File: src/rtl/multicycle_controller_pkg.sv
// multicycle_pkg: shared constants for the multi-cycle MIPS control path.
// Holds state encodings, opcode/funct values, ALUOp codes, datapath mux
// select values, the packed control-word struct and an opcode legality check.
package multicycle_pkg;

    typedef enum logic [2:0] {
        S_FETCH  = 3'd0,
        S_DECODE = 3'd1,
        S_EXEC   = 3'd2,
        S_MEM    = 3'd3,
        S_WB     = 3'd4
    } state_e;

    localparam logic [5:0] OP_RTYPE = 6'h00;
    localparam logic [5:0] OP_J     = 6'h02;
    localparam logic [5:0] OP_JAL   = 6'h03;
    localparam logic [5:0] OP_BEQ   = 6'h04;
    localparam logic [5:0] OP_BNE   = 6'h05;
    localparam logic [5:0] OP_ADDI  = 6'h08;
    localparam logic [5:0] OP_ADDIU = 6'h09;
    localparam logic [5:0] OP_SLTI  = 6'h0A;
    localparam logic [5:0] OP_SLTIU = 6'h0B;
    localparam logic [5:0] OP_ANDI  = 6'h0C;
    localparam logic [5:0] OP_ORI   = 6'h0D;
    localparam logic [5:0] OP_LUI   = 6'h0F;
    localparam logic [5:0] OP_LW    = 6'h23;
    localparam logic [5:0] OP_SW    = 6'h2B;

    localparam logic [5:0] FN_JR    = 6'h08;
    localparam logic [5:0] FN_JALR  = 6'h09;

    localparam logic [3:0] ALU_ADD   = 4'd0;
    localparam logic [3:0] ALU_SUB   = 4'd1;
    localparam logic [3:0] ALU_AND   = 4'd2;
    localparam logic [3:0] ALU_OR    = 4'd3;
    localparam logic [3:0] ALU_SLT   = 4'd4;
    localparam logic [3:0] ALU_SLTU  = 4'd5;
    localparam logic [3:0] ALU_FUNCT = 4'd15;  // ALU decodes IR funct itself

    localparam logic [1:0] RD_RT = 2'b00, RD_RD = 2'b01, RD_RA = 2'b10;
    localparam logic [1:0] M2R_ALU = 2'b00, M2R_MDR = 2'b01, M2R_PC = 2'b10;
    localparam logic [1:0] SRCB_B = 2'b00, SRCB_4 = 2'b01, SRCB_IMM = 2'b10, SRCB_IMM_SH2 = 2'b11;
    localparam logic [1:0] PCS_ALU = 2'b00, PCS_ALUOUT = 2'b01, PCS_JUMP = 2'b10, PCS_REG = 2'b11;

    // Full control word driven onto the datapath (state reported separately).
    typedef struct packed {
        logic       PCWrite;
        logic       PCWriteCond;
        logic       IorD;
        logic       MemRead;
        logic       MemWrite;
        logic       IRWrite;
        logic       RegWrite;
        logic [1:0] RegDst;
        logic [1:0] MemtoReg;
        logic       ALUSrcA;
        logic [1:0] ALUSrcB;
        logic       ExtOp;
        logic       LuiOp;
        logic [3:0] ALUOp;
        logic [1:0] PCSource;
        logic       instr_done;
        logic       illegal;
    } ctl_t;

    function automatic logic op_supported(input logic [5:0] op);
        case (op)
            OP_RTYPE, OP_J, OP_JAL, OP_BEQ, OP_BNE, OP_ADDI, OP_ADDIU, OP_SLTI,
            OP_SLTIU, OP_ANDI, OP_ORI, OP_LUI, OP_LW, OP_SW: return 1'b1;
            default: return 1'b0;
        endcase
    endfunction

endpackage

File: src/rtl/multicycle_controller_if.sv
// multicycle_controller_if: bundle between the controller and the datapath.
// slave  = controller side: takes IR fields + Zero, drives controls and state.
// master = datapath side: the reverse.
interface multicycle_controller_if;
    logic [5:0] OpCode;
    logic [5:0] Funct;
    logic       Zero;
    logic       PCWrite;
    logic       PCWriteCond;
    logic       IorD;
    logic       MemRead;
    logic       MemWrite;
    logic       IRWrite;
    logic       RegWrite;
    logic [1:0] RegDst;
    logic [1:0] MemtoReg;
    logic       ALUSrcA;
    logic [1:0] ALUSrcB;
    logic       ExtOp;
    logic       LuiOp;
    logic [3:0] ALUOp;
    logic [1:0] PCSource;
    logic       instr_done;
    logic       illegal;
    logic [2:0] state;

    modport slave (
        input  OpCode, Funct, Zero,
        output PCWrite, PCWriteCond, IorD, MemRead, MemWrite, IRWrite, RegWrite,
               RegDst, MemtoReg, ALUSrcA, ALUSrcB, ExtOp, LuiOp, ALUOp, PCSource,
               instr_done, illegal, state
    );

    modport master (
        output OpCode, Funct, Zero,
        input  PCWrite, PCWriteCond, IorD, MemRead, MemWrite, IRWrite, RegWrite,
               RegDst, MemtoReg, ALUSrcA, ALUSrcB, ExtOp, LuiOp, ALUOp, PCSource,
               instr_done, illegal, state
    );
endinterface

File: src/rtl/multicycle_controller_alu_op_decoder.sv
// alu_op_decoder: combinational map of (state, OpCode) to ALUOp, ExtOp, LuiOp.
// Ports: state_i (FSM state), opcode_i (IR[31:26]);
//        alu_op_o, ext_op_o (sign extend), lui_op_o (imm<<16 select).
// FETCH/DECODE always add; only EXEC is opcode dependent; MEM/WB leave all 0.
module alu_op_decoder
    import multicycle_pkg::*;
(
    input  state_e     state_i,
    input  logic [5:0] opcode_i,
    output logic [3:0] alu_op_o,
    output logic       ext_op_o,
    output logic       lui_op_o
);
    always_comb begin
        alu_op_o = ALU_ADD;
        ext_op_o = 1'b0;
        lui_op_o = 1'b0;
        if (state_i == S_EXEC) begin
            case (opcode_i)
                OP_RTYPE:                    alu_op_o = ALU_FUNCT;
                OP_BEQ, OP_BNE:              alu_op_o = ALU_SUB;
                OP_SLTI:  begin alu_op_o = ALU_SLT;  ext_op_o = 1'b1; end
                OP_SLTIU: begin alu_op_o = ALU_SLTU; ext_op_o = 1'b1; end
                OP_ANDI:                     alu_op_o = ALU_AND;
                OP_ORI:                      alu_op_o = ALU_OR;
                OP_ADDI, OP_ADDIU, OP_LW, OP_SW: ext_op_o = 1'b1;
                OP_LUI:                      lui_op_o = 1'b1;
                default: ;
            endcase
        end
    end
endmodule

File: src/rtl/multicycle_controller.sv
// multicycle_controller: main control FSM of the single-memory multi-cycle MIPS.
// Ports: clk, reset (async, active high); bus (slave modport) carrying
//        OpCode/Funct/Zero in and every datapath enable/select, instr_done,
//        illegal and the debug state out.
// FETCH and MEM each stretch to MEM_LATENCY+1 cycles via a 4-bit wait counter.
module multicycle_controller
    import multicycle_pkg::*;
#(
    parameter int MEM_LATENCY = 0
) (
    input  logic                  clk,
    input  logic                  reset,
    multicycle_controller_if.slave bus
);
    state_e     state_q, state_d;
    logic [3:0] wait_q, wait_d;
    logic       last;
    logic [3:0] alu_op;
    logic       ext_op, lui_op;
    ctl_t       ctl, ctl_o;

    assign last = (wait_q == MEM_LATENCY[3:0]);

    alu_op_decoder u_alu_op_decoder (
        .state_i  (state_q),
        .opcode_i (bus.OpCode),
        .alu_op_o (alu_op),
        .ext_op_o (ext_op),
        .lui_op_o (lui_op)
    );

    always_ff @(posedge clk or posedge reset) begin
        if (reset) begin
            state_q <= S_FETCH;
            wait_q  <= '0;
        end else begin
            state_q <= state_d;
            wait_q  <= wait_d;
        end
    end

    always_comb begin
        state_d   = state_q;
        wait_d    = '0;
        ctl       = '0;
        ctl.ALUOp = alu_op;
        ctl.ExtOp = ext_op;
        ctl.LuiOp = lui_op;
        case (state_q)
            S_FETCH: begin
                ctl.MemRead = 1'b1;
                ctl.ALUSrcB = SRCB_4;
                if (last) begin
                    ctl.IRWrite = 1'b1;
                    ctl.PCWrite = 1'b1;
                    state_d     = S_DECODE;
                end else begin
                    wait_d = wait_q + 4'd1;
                end
            end
            S_DECODE: begin
                // Speculative branch target into ALUOut for beq/bne.
                ctl.ALUSrcB = SRCB_IMM_SH2;
                state_d     = S_EXEC;
                if (!op_supported(bus.OpCode)) begin
                    ctl.illegal    = 1'b1;
                    ctl.instr_done = 1'b1;
                    state_d        = S_FETCH;
                end else if (bus.OpCode == OP_J || bus.OpCode == OP_JAL) begin
                    ctl.PCSource   = PCS_JUMP;
                    ctl.PCWrite    = 1'b1;
                    ctl.instr_done = 1'b1;
                    state_d        = S_FETCH;
                    if (bus.OpCode == OP_JAL) begin
                        ctl.RegWrite = 1'b1;
                        ctl.RegDst   = RD_RA;
                        ctl.MemtoReg = M2R_PC;
                    end
                end else if (bus.OpCode == OP_RTYPE &&
                             (bus.Funct == FN_JR || bus.Funct == FN_JALR)) begin
                    ctl.PCSource   = PCS_REG;
                    ctl.PCWrite    = 1'b1;
                    ctl.instr_done = 1'b1;
                    state_d        = S_FETCH;
                    if (bus.Funct == FN_JALR) begin
                        ctl.RegWrite = 1'b1;
                        ctl.RegDst   = RD_RD;
                        ctl.MemtoReg = M2R_PC;
                    end
                end
            end
            S_EXEC: begin
                case (bus.OpCode)
                    OP_RTYPE: begin
                        ctl.ALUSrcA = 1'b1;
                        state_d     = S_WB;
                    end
                    OP_BEQ, OP_BNE: begin
                        ctl.ALUSrcA     = 1'b1;
                        ctl.PCSource    = PCS_ALUOUT;
                        ctl.PCWriteCond = (bus.OpCode == OP_BEQ);
                        ctl.PCWrite     = (bus.OpCode == OP_BNE) && !bus.Zero;
                        ctl.instr_done  = 1'b1;
                        state_d         = S_FETCH;
                    end
                    OP_LW, OP_SW: begin
                        ctl.ALUSrcA = 1'b1;
                        ctl.ALUSrcB = SRCB_IMM;
                        state_d     = S_MEM;
                    end
                    OP_LUI: begin
                        ctl.ALUSrcB = SRCB_IMM;
                        state_d     = S_WB;
                    end
                    default: begin  // immediate arithmetic/logic
                        ctl.ALUSrcA = 1'b1;
                        ctl.ALUSrcB = SRCB_IMM;
                        state_d     = S_WB;
                    end
                endcase
            end
            S_MEM: begin
                ctl.IorD    = 1'b1;
                ctl.MemRead = (bus.OpCode == OP_LW);
                if (last) begin
                    if (bus.OpCode == OP_LW) begin
                        state_d = S_WB;
                    end else begin
                        // Single write strobe once the memory is ready.
                        ctl.MemWrite   = 1'b1;
                        ctl.instr_done = 1'b1;
                        state_d        = S_FETCH;
                    end
                end else begin
                    wait_d = wait_q + 4'd1;
                end
            end
            S_WB: begin
                ctl.RegWrite   = 1'b1;
                ctl.RegDst     = (bus.OpCode == OP_RTYPE) ? RD_RD : RD_RT;
                ctl.MemtoReg   = (bus.OpCode == OP_LW) ? M2R_MDR : M2R_ALU;
                ctl.instr_done = 1'b1;
                state_d        = S_FETCH;
            end
            default: state_d = S_FETCH;
        endcase
    end

    // Everything but the state is forced quiet while reset is held.
    assign ctl_o = reset ? '0 : ctl;

    assign bus.PCWrite     = ctl_o.PCWrite;
    assign bus.PCWriteCond = ctl_o.PCWriteCond;
    assign bus.IorD        = ctl_o.IorD;
    assign bus.MemRead     = ctl_o.MemRead;
    assign bus.MemWrite    = ctl_o.MemWrite;
    assign bus.IRWrite     = ctl_o.IRWrite;
    assign bus.RegWrite    = ctl_o.RegWrite;
    assign bus.RegDst      = ctl_o.RegDst;
    assign bus.MemtoReg    = ctl_o.MemtoReg;
    assign bus.ALUSrcA     = ctl_o.ALUSrcA;
    assign bus.ALUSrcB     = ctl_o.ALUSrcB;
    assign bus.ExtOp       = ctl_o.ExtOp;
    assign bus.LuiOp       = ctl_o.LuiOp;
    assign bus.ALUOp       = ctl_o.ALUOp;
    assign bus.PCSource    = ctl_o.PCSource;
    assign bus.instr_done  = ctl_o.instr_done;
    assign bus.illegal     = ctl_o.illegal;
    assign bus.state       = state_q;

endmodule

File: src/flat_wrapper.sv
// flat-port wrapper written by rule: the top's interface ports become plain ports
module multicycle_controller_flat import multicycle_pkg::*;
#(
    parameter int MEM_LATENCY = 0
)
  (clk, reset, bus_OpCode, bus_Funct, bus_Zero, bus_PCWrite, bus_PCWriteCond, bus_IorD, bus_MemRead, bus_MemWrite, bus_IRWrite, bus_RegWrite, bus_RegDst, bus_MemtoReg, bus_ALUSrcA, bus_ALUSrcB, bus_ExtOp, bus_LuiOp, bus_ALUOp, bus_PCSource, bus_instr_done, bus_illegal, bus_state);
  multicycle_controller_if bus_i ();
  input  logic clk;
  input  logic reset;
  input wire logic [$bits(bus_i.OpCode)-1:0] bus_OpCode;
  input wire logic [$bits(bus_i.Funct)-1:0] bus_Funct;
  input wire logic [$bits(bus_i.Zero)-1:0] bus_Zero;
  output wire logic [$bits(bus_i.PCWrite)-1:0] bus_PCWrite;
  output wire logic [$bits(bus_i.PCWriteCond)-1:0] bus_PCWriteCond;
  output wire logic [$bits(bus_i.IorD)-1:0] bus_IorD;
  output wire logic [$bits(bus_i.MemRead)-1:0] bus_MemRead;
  output wire logic [$bits(bus_i.MemWrite)-1:0] bus_MemWrite;
  output wire logic [$bits(bus_i.IRWrite)-1:0] bus_IRWrite;
  output wire logic [$bits(bus_i.RegWrite)-1:0] bus_RegWrite;
  output wire logic [$bits(bus_i.RegDst)-1:0] bus_RegDst;
  output wire logic [$bits(bus_i.MemtoReg)-1:0] bus_MemtoReg;
  output wire logic [$bits(bus_i.ALUSrcA)-1:0] bus_ALUSrcA;
  output wire logic [$bits(bus_i.ALUSrcB)-1:0] bus_ALUSrcB;
  output wire logic [$bits(bus_i.ExtOp)-1:0] bus_ExtOp;
  output wire logic [$bits(bus_i.LuiOp)-1:0] bus_LuiOp;
  output wire logic [$bits(bus_i.ALUOp)-1:0] bus_ALUOp;
  output wire logic [$bits(bus_i.PCSource)-1:0] bus_PCSource;
  output wire logic [$bits(bus_i.instr_done)-1:0] bus_instr_done;
  output wire logic [$bits(bus_i.illegal)-1:0] bus_illegal;
  output wire logic [$bits(bus_i.state)-1:0] bus_state;
  assign bus_i.OpCode = bus_OpCode;
  assign bus_i.Funct = bus_Funct;
  assign bus_i.Zero = bus_Zero;
  assign bus_PCWrite = bus_i.PCWrite;
  assign bus_PCWriteCond = bus_i.PCWriteCond;
  assign bus_IorD = bus_i.IorD;
  assign bus_MemRead = bus_i.MemRead;
  assign bus_MemWrite = bus_i.MemWrite;
  assign bus_IRWrite = bus_i.IRWrite;
  assign bus_RegWrite = bus_i.RegWrite;
  assign bus_RegDst = bus_i.RegDst;
  assign bus_MemtoReg = bus_i.MemtoReg;
  assign bus_ALUSrcA = bus_i.ALUSrcA;
  assign bus_ALUSrcB = bus_i.ALUSrcB;
  assign bus_ExtOp = bus_i.ExtOp;
  assign bus_LuiOp = bus_i.LuiOp;
  assign bus_ALUOp = bus_i.ALUOp;
  assign bus_PCSource = bus_i.PCSource;
  assign bus_instr_done = bus_i.instr_done;
  assign bus_illegal = bus_i.illegal;
  assign bus_state = bus_i.state;
  multicycle_controller #(.MEM_LATENCY(MEM_LATENCY)) u_core (.clk(clk), .reset(reset), .bus(bus_i));
endmodule
File: config.mk
export PLATFORM = sky130hd
export DESIGN_NAME = multicycle_controller_flat
export DESIGN_NICKNAME = d
export VERILOG_FILES = /design/src/rtl/multicycle_controller_pkg.sv /design/src/rtl/multicycle_controller_if.sv /design/src/rtl/multicycle_controller_alu_op_decoder.sv /design/src/rtl/multicycle_controller.sv /design/src/flat_wrapper.sv
export SDC_FILE = /design/constraint.sdc
export NUM_CORES = 1
export LEC_CHECK = 0
export CORE_MARGIN = 3
export CORE_UTILIZATION = 42
export CTS_CLUSTER_DIAMETER = 60
export DETAILED_ROUTE_END_ITERATION = 6
export HOLD_SLACK_MARGIN = 0.1
export PLACE_DENSITY = 0.8
export SKIP_CTS_REPAIR_TIMING = 1
export SKIP_LAST_GASP = 1
export SYNTH_ARGS = -nofsm -noshare
export SYNTH_HDL_FRONTEND = slang
export SYNTH_HIERARCHICAL = 1
export SYNTH_SLANG_ARGS = --single-unit
File: constraint.sdc
create_clock -name clk -period 2.2 [get_ports clk]
set_input_delay 0.44 -clock clk [delete_from_list [all_inputs] [get_ports clk]]
set_output_delay 0.44 -clock clk [all_outputs]
set_load 0.02 [all_outputs]
==> run summary, run 1 <==
final worst path period share - 1.115
max frequency - 407.6 MHz
Synth top area share - 0.1811
Critical Path End Type - primary output
CTS sink cnt - 7
critical path required time - 1.76 ns
Pleak - 0.9215 nW
WL/cell - 25.10 um
CP peak stage delay - 0.51 ns
Nets - 238
WP data arrival - 2.01 ns
die width - 53.99 um
cell area after synthesis - 967.2 um2
Finished Layout Cells - 248
total power - 1.044 mW
vias per cell - 6.649
Reg-to-Reg End - u_core/wait_q[2]
clock share of power - 0.122
failing checks - negative setup slack
smallest setup slack after layout - -0.2536 ns
Synth Register Bits - 7
Worst Setup SP - u_core/bus.state[0]
cell taking the most area after synthesis - dfrtp_1
share of total power in sequential cells - 0.151
Final ANT Viol Nets - 0
CP max FO - 5
total wire length - 6225 um
DIE HEIGHT - 53.99 um
largest net degree at the start of global routing - 15
status - finished with violations
Crit-path slowest cell - or4b_4
row cnt - 16
ys async rst share - 1.000
WS Path Type - reg -> out
number of global-route vias before repair - 1304
DP Wirelength - 2980 um
Slew Viols, Final - 0
Syn Nets - 153
Initial Utilization - 0.4691
RSZ-0062 raised after global routing - yes
VDD IR max - 638.1 uV
dpl ws - -0.9895 ns
CTS clk-pin slew, worst paths - 0.06 ns
Final Hold Vio Count - 0
Comb pwr share - 0.727
final instance area - 1968 um2
die area - 2914 um2
Most used DFF post-synth - dfrtp_1
Clock Path Buffers - 2
DR vias - 1649
Post-synth EDFFs - 0
Avg Synthesized Cell Area - 7.112 um2
slack of the worst reg-to-reg path - 0.58 ns
Worst-Margin Slew - 0.4398 ns
Startpoint Class - flop
first-iteration detailed-routing DRC count - 133
switch share - 0.4848
latest clock arrival within the worst-skew pair - 0.27 ns
IO Pins - 42
switching power - 0.5060 mW
skew final - 0.009165 ns
layout cells sized above 1 - 0.5727
gpl congestion - 0.8796
CP top delay family - simple AND/OR/NAND/NOR gates
H-tree level count - 1
Warnings, synthesis - 6
crit path time final - 2.454 ns
Port-buffer cells - 41
CP Cell Sequence - or4b_4, or2_4, nor2_1, nor2b_1, buf_4
CTS tree - built
layout overhead on the synthesized area - 103.5%
critical path depth - 5
top cells by area, synth - dfrtp_1 18%, nor2_1 7.0%, nor3_1 6.7%
CTS root buffer - clkbuf_4
pwr dens - 530.3 nW/um2
number of setup violations in the final report - 16
worst path buffer plus inverter count - 1
First-pass DRT Iterations - 5
initial antenna violation count - 1
R2R Path Start - u_core/bus.state[0]
Max Cap Violations - 0
Placed Area - 1712 um2
total core area - 2062 um2
R2R cell count - 6
Hold Path Class - in -> async
WHS - 0.5122 ns
DR DRC count - 0
Distinct cells, synth - 44
Cells after Synth - 136
Placed Cells - 237
sequential fraction of the synthesis area - 0.1811
Int Pwr - 0.5377 mW
Num CTS Buffers - 3
first-pass GRT wire length - 5816 um
GR Overflow Total - 0
GRT Overall Usage - 0.2713
Slew HR - 0.7028
[how the worst max path moves through the flow]
stage | endpoint
floorplan | bus_instr_done
CTS | bus_RegDst[0]
finish | bus_LuiOp
global route | bus_MemRead
global placement | bus_ALUOp[3]
detailed placement | bus_RegDst[0]
[metrics by stage]
step	utilization	setup TNS, ns
2_1_floorplan	-	-0.1021
3_3_place_gp	0.8301	-16.73
3_5_place_dp	0.8301	-17.93
4_1_cts	0.8428	-18.18
5_1_grt	0.9545	-3.135
6_report	0.9545	-2.151
[power groups by stage]
stage,Sequential [mW],Clock (mW),Combinational [mW]
global placement,0.156,0,0.594
finish,0.158,0.127,0.759
global route,0.159,0.138,0.781
floorplan,0.177,0,0.292
detailed placement,0.155,0,0.608
CTS,0.153,0.122,0.613
[final cells by class]
cell class	instances	area [um2]
flip-flops and latches	7	175.2
clock buffers	4	26.28
well taps	27	33.78
fillers	54	93.84
diodes	1	2.502
multi-input cells	112	959.7
repair buffers	90	744.5
inverters	7	26.28
[kinds of logic after synthesis]
group	count (synthesis)	synth area share
and+or+nand+nor	86	0.5226
AOI/OAI and AO/OA	22	0.1772
buffers and inverters	17	0.07504
DFF	7	0.1811
xor gates and xnor gates	2	0.01811
adders and majority gates	2	0.02587
[sequential cells by signal, summed over array words and instances (netlist names)]
signal	count
u_core/bus.state	3
u_core/wait_q	4
[worst reg2reg max path, cell delays in order (launching register included)]
cell and delay, ns:
dfrtp_1 0.39, buf_6 0.13, buf_4 0.18, nand2b_4 0.15, buf_4 0.16, nand3b_1 0.20, nor3_1 0.30
[cell usage after synthesis (2+ instances only)]
master     n
nand2_1    8
nor2_1    18
ha_1       2
nand3_1    9
dfrtp_1    7
nand4b_1   2
nor4_1     4
nand2b_1   7
inv_1      7
and2_1     2
a21oi_1   11
clkbuf_1   5
nor3_1    13
a31oi_1    2
nor2b_1    7
buf_2      4
[per-layer routing]
metal	share of wire	GRT usage	wire, um	vias up
li1	-	-	-	660
met1	0.32	0.2962	2021	745
met2	0.46	0.5181	2886	171
met3	0.11	0.06094	659	73
met4	0.11	0.07054	657	0
met5	0	0	0	-
[cell usage in the layout, fill, tap and decap left out, types with 2 or more instances in the layout]
master           Yosys  layout
nor3_1              13      10
nor4_2               1       2
nand2b_1             7       3
nor2_2               0       2
nand3_2              0       2
a21oi_1             11       9
buf_4                1      51
clkbuf_2             0      11
dlymetal6s2s_1       0       6
a21oi_2              0       2
inv_1                7       7
ha_1                 2       2
or2_4                1       2
clkbuf_4             0       3
nand2_1              8       6
nand3_1              9       6
nor3_2               1       3
nor4_4               1       4
clkdlybuf4s50_1      0       6
buf_2                4       2
nor2_4               0       3
buf_6                0      13
nand2b_4             0       4
nor2_1              18      13
nor2b_4              0       2
nand2_2              1       3
dfrtp_1              7       7
nor2b_1              7       4
nand4b_1             2       2
(Power assumes the default switching activity.)
==> run 2, diff against run 1 <==
Settings changed: CORE_ASPECT_RATIO from default to 0.8, CORE_MARGIN 3 to default, MAX_ROUTING_LAYER from default to met4.
==> run summary, run 2 (synthesis gave the netlist of run 1 again) <==
DR vias - 1511 (was 1649)
first-iteration detailed-routing DRC count - 113 (was 133)
DIE HEIGHT - 44.92 um (was 53.99 um)
H-tree level count - 1 (unchanged)
Num CTS Buffers - 3 (unchanged)
Reg-to-Reg End - u_core/bus.state[1] (was u_core/wait_q[2])
Initial Utilization - 0.4481 (was 0.4691)
skew final - 0.003832 ns (was 0.009165 ns)
total power - 0.9400 mW (was 1.044 mW)
switching power - 0.4424 mW (was 0.5060 mW)
DP Wirelength - 2769 um (was 2980 um)
Worst Setup SP - bus_OpCode[4] (was u_core/bus.state[0])
Final Hold Vio Count - 0 (unchanged)
Critical Path End Type - primary output (unchanged)
R2R cell count - 6 (unchanged)
WL/cell - 19.00 um (was 25.10 um)
share of total power in sequential cells - 0.165 (was 0.151)
First-pass DRT Iterations - 4 (was 5)
Slew Viols, Final - 0 (unchanged)
critical path required time - 1.76 ns (about the same)
most frequent cells in the layout - 52 x buf_4, 13 x nor2_1, 10 x dlymetal6s2s_1, 10 x nor3_1, 10 x a21oi_1 (was 51 x buf_4, 13 x buf_6, 13 x nor2_1, 11 x clkbuf_2, 10 x nor3_1)
CTS root buffer - clkbuf_4 (unchanged)
Pleak - 0.9172 nW (was 0.9215 nW)
die area - 2500 um2 (was 2914 um2)
Largest Register - u_core/wait_q (unchanged)
R2R Path Start - u_core/bus.state[0] (unchanged)
number of global-route vias before repair - 1254 (was 1304)
GR Overflow Total - 0 (unchanged)
crit path time final - 2.436 ns (was 2.454 ns)
pwr dens - 503.9 nW/um2 (was 530.3 nW/um2)
number of setup violations in the final report - 14 (was 16)
vias per cell - 6.244 (was 6.649)
Final ANT Viol Nets - 0 (unchanged)
Port-buffer cells - 41 (unchanged)
CTS sink cnt - 7 (unchanged)
GR Util met1 - 0.3457 (was 0.2962)
max frequency - 410.5 MHz (was 407.6 MHz)
row cnt - 15 (was 16)
switch share - 0.4706 (was 0.4848)
smallest setup slack after layout - -0.2358 ns (was -0.2536 ns)
Slew HR - 0.6265 (was 0.7028)
Clock Path Buffers - 2 (unchanged)
Max Cap Violations - 0 (unchanged)
gpl congestion - 0.9115 (was 0.8796)
WS Path Type - in -> out (was reg -> out)
status - finished with violations (unchanged)
largest net degree at the start of global routing - 15 (unchanged)
slack of the worst reg-to-reg path - 0.66 ns (was 0.58 ns)
layout overhead on the synthesized area - 92.88% (was 103.5%)
DR DRC count - 0 (unchanged)
Int Pwr - 0.4976 mW (was 0.5377 mW)
Finished Layout Cells - 242 (was 248)
Hold Path Class - in -> async (unchanged)
CTS clk-pin slew, worst paths - 0.06 ns (about the same)
total core area - 2158 um2 (was 2062 um2)
die width - 55.65 um (was 53.99 um)
GRT Overall Usage - 0.2946 (was 0.2713)
GRT Max-Usage Layer - met2 (unchanged)
failing checks - negative setup slack (unchanged)
WHS - 0.4591 ns (was 0.5122 ns)
max reg flops - 4 (unchanged)
M3 GR Usage - 0.07163 (was 0.06094)
total wire length - 4597 um (was 6225 um)
Diodes inserted - 0 (was 1)
Comb pwr share - 0.702 (was 0.727)
IO Pins - 42 (unchanged)
WP data arrival - 2.00 ns (was 2.01 ns)
Startpoint Class - primary input (was flop)
RSZ-0062 raised after global routing - yes (unchanged)
CTS tree - built (unchanged)
initial antenna violation count - 0 (was 1)
commonest non-fill, non-tap cell in the layout - buf_4 (unchanged)
Nets - 235 (was 238)
TNS Setup - -1.794 ns (was -2.151 ns)
first-pass GRT wire length - 5520 um (was 5816 um)
CP max FO - 4 (was 5)
VDD IR max - 610.0 uV (was 638.1 uV)
Placed Cells - 234 (was 237)
latest clock arrival within the worst-skew pair - 0.26 ns (was 0.27 ns)
clock share of power - 0.133 (was 0.122)
layout cells sized above 1 - 0.5300 (was 0.5727)
GR Util met2 - 0.5133 (was 0.5181)
dpl ws - -1.007 ns (was -0.9895 ns)
final worst path period share - 1.107 (was 1.115)
Worst-Margin Slew - 0.5551 ns (was 0.4398 ns)
==> run 2: layer usage <==
metal | part of all wire | routed length [um]
met1 | 0.39 | 1799
met2 | 0.48 | 2197
met3 | 0.11 | 485
met4 | 0.025 | 115
met5 | 0 | 0
==> run 2: how the worst max path moves through the flow <==
stage	cells past startpoint	end	slack (ns)
floorplan	6	bus_instr_done	-0.09
global placement	9	bus_PCSource[0]	-0.92
detailed placement	9	bus_PCSource[0]	-1.01
CTS	9	bus_PCSource[0]	-1.03
global route	7	bus_instr_done	-0.27
finish	7	bus_instr_done	-0.24
==> run 2: power by group through the flow <==
stage	registers, mW	logic [mW]	clock network, mW
floorplan	0.177	0.292	0
global placement	0.155	0.587	0
detailed placement	0.155	0.598	0
CTS	0.153	0.604	0.122
global route	0.155	0.690	0.136
finish	0.155	0.660	0.125
==> run 2: per-stage QoR <==
| step | instance area (um2) | utilization |
|---|---|---|
| 2_1_floorplan | 991.0 | - |
| 3_3_place_gp | 1702 | 0.7884 |
| 3_5_place_dp | 1702 | 0.7884 |
| 4_1_cts | 1729 | 0.8012 |
| 5_1_grt | 1866 | 0.8643 |
| 6_report | 1866 | 0.8643 |
==> run 2: cell type report <==
class	instances	area, um2
clock buffer	3	22.52
sequential	7	175.2
fill	123	292.8
tap	25	31.28
multi-input combinational	112	892.1
clock inverter	1	5.005
inverter	7	26.28
timing repair buffer	87	713.2
==> run 2: worst max-delay path, cell delays in order <==
cell and delay [ns]:
clkbuf_2 0.12, buf_6 0.14, nor4_1 0.52, a22o_1 0.32
nand2_2 0.10, a41oi_2 0.18, buf_4 0.17
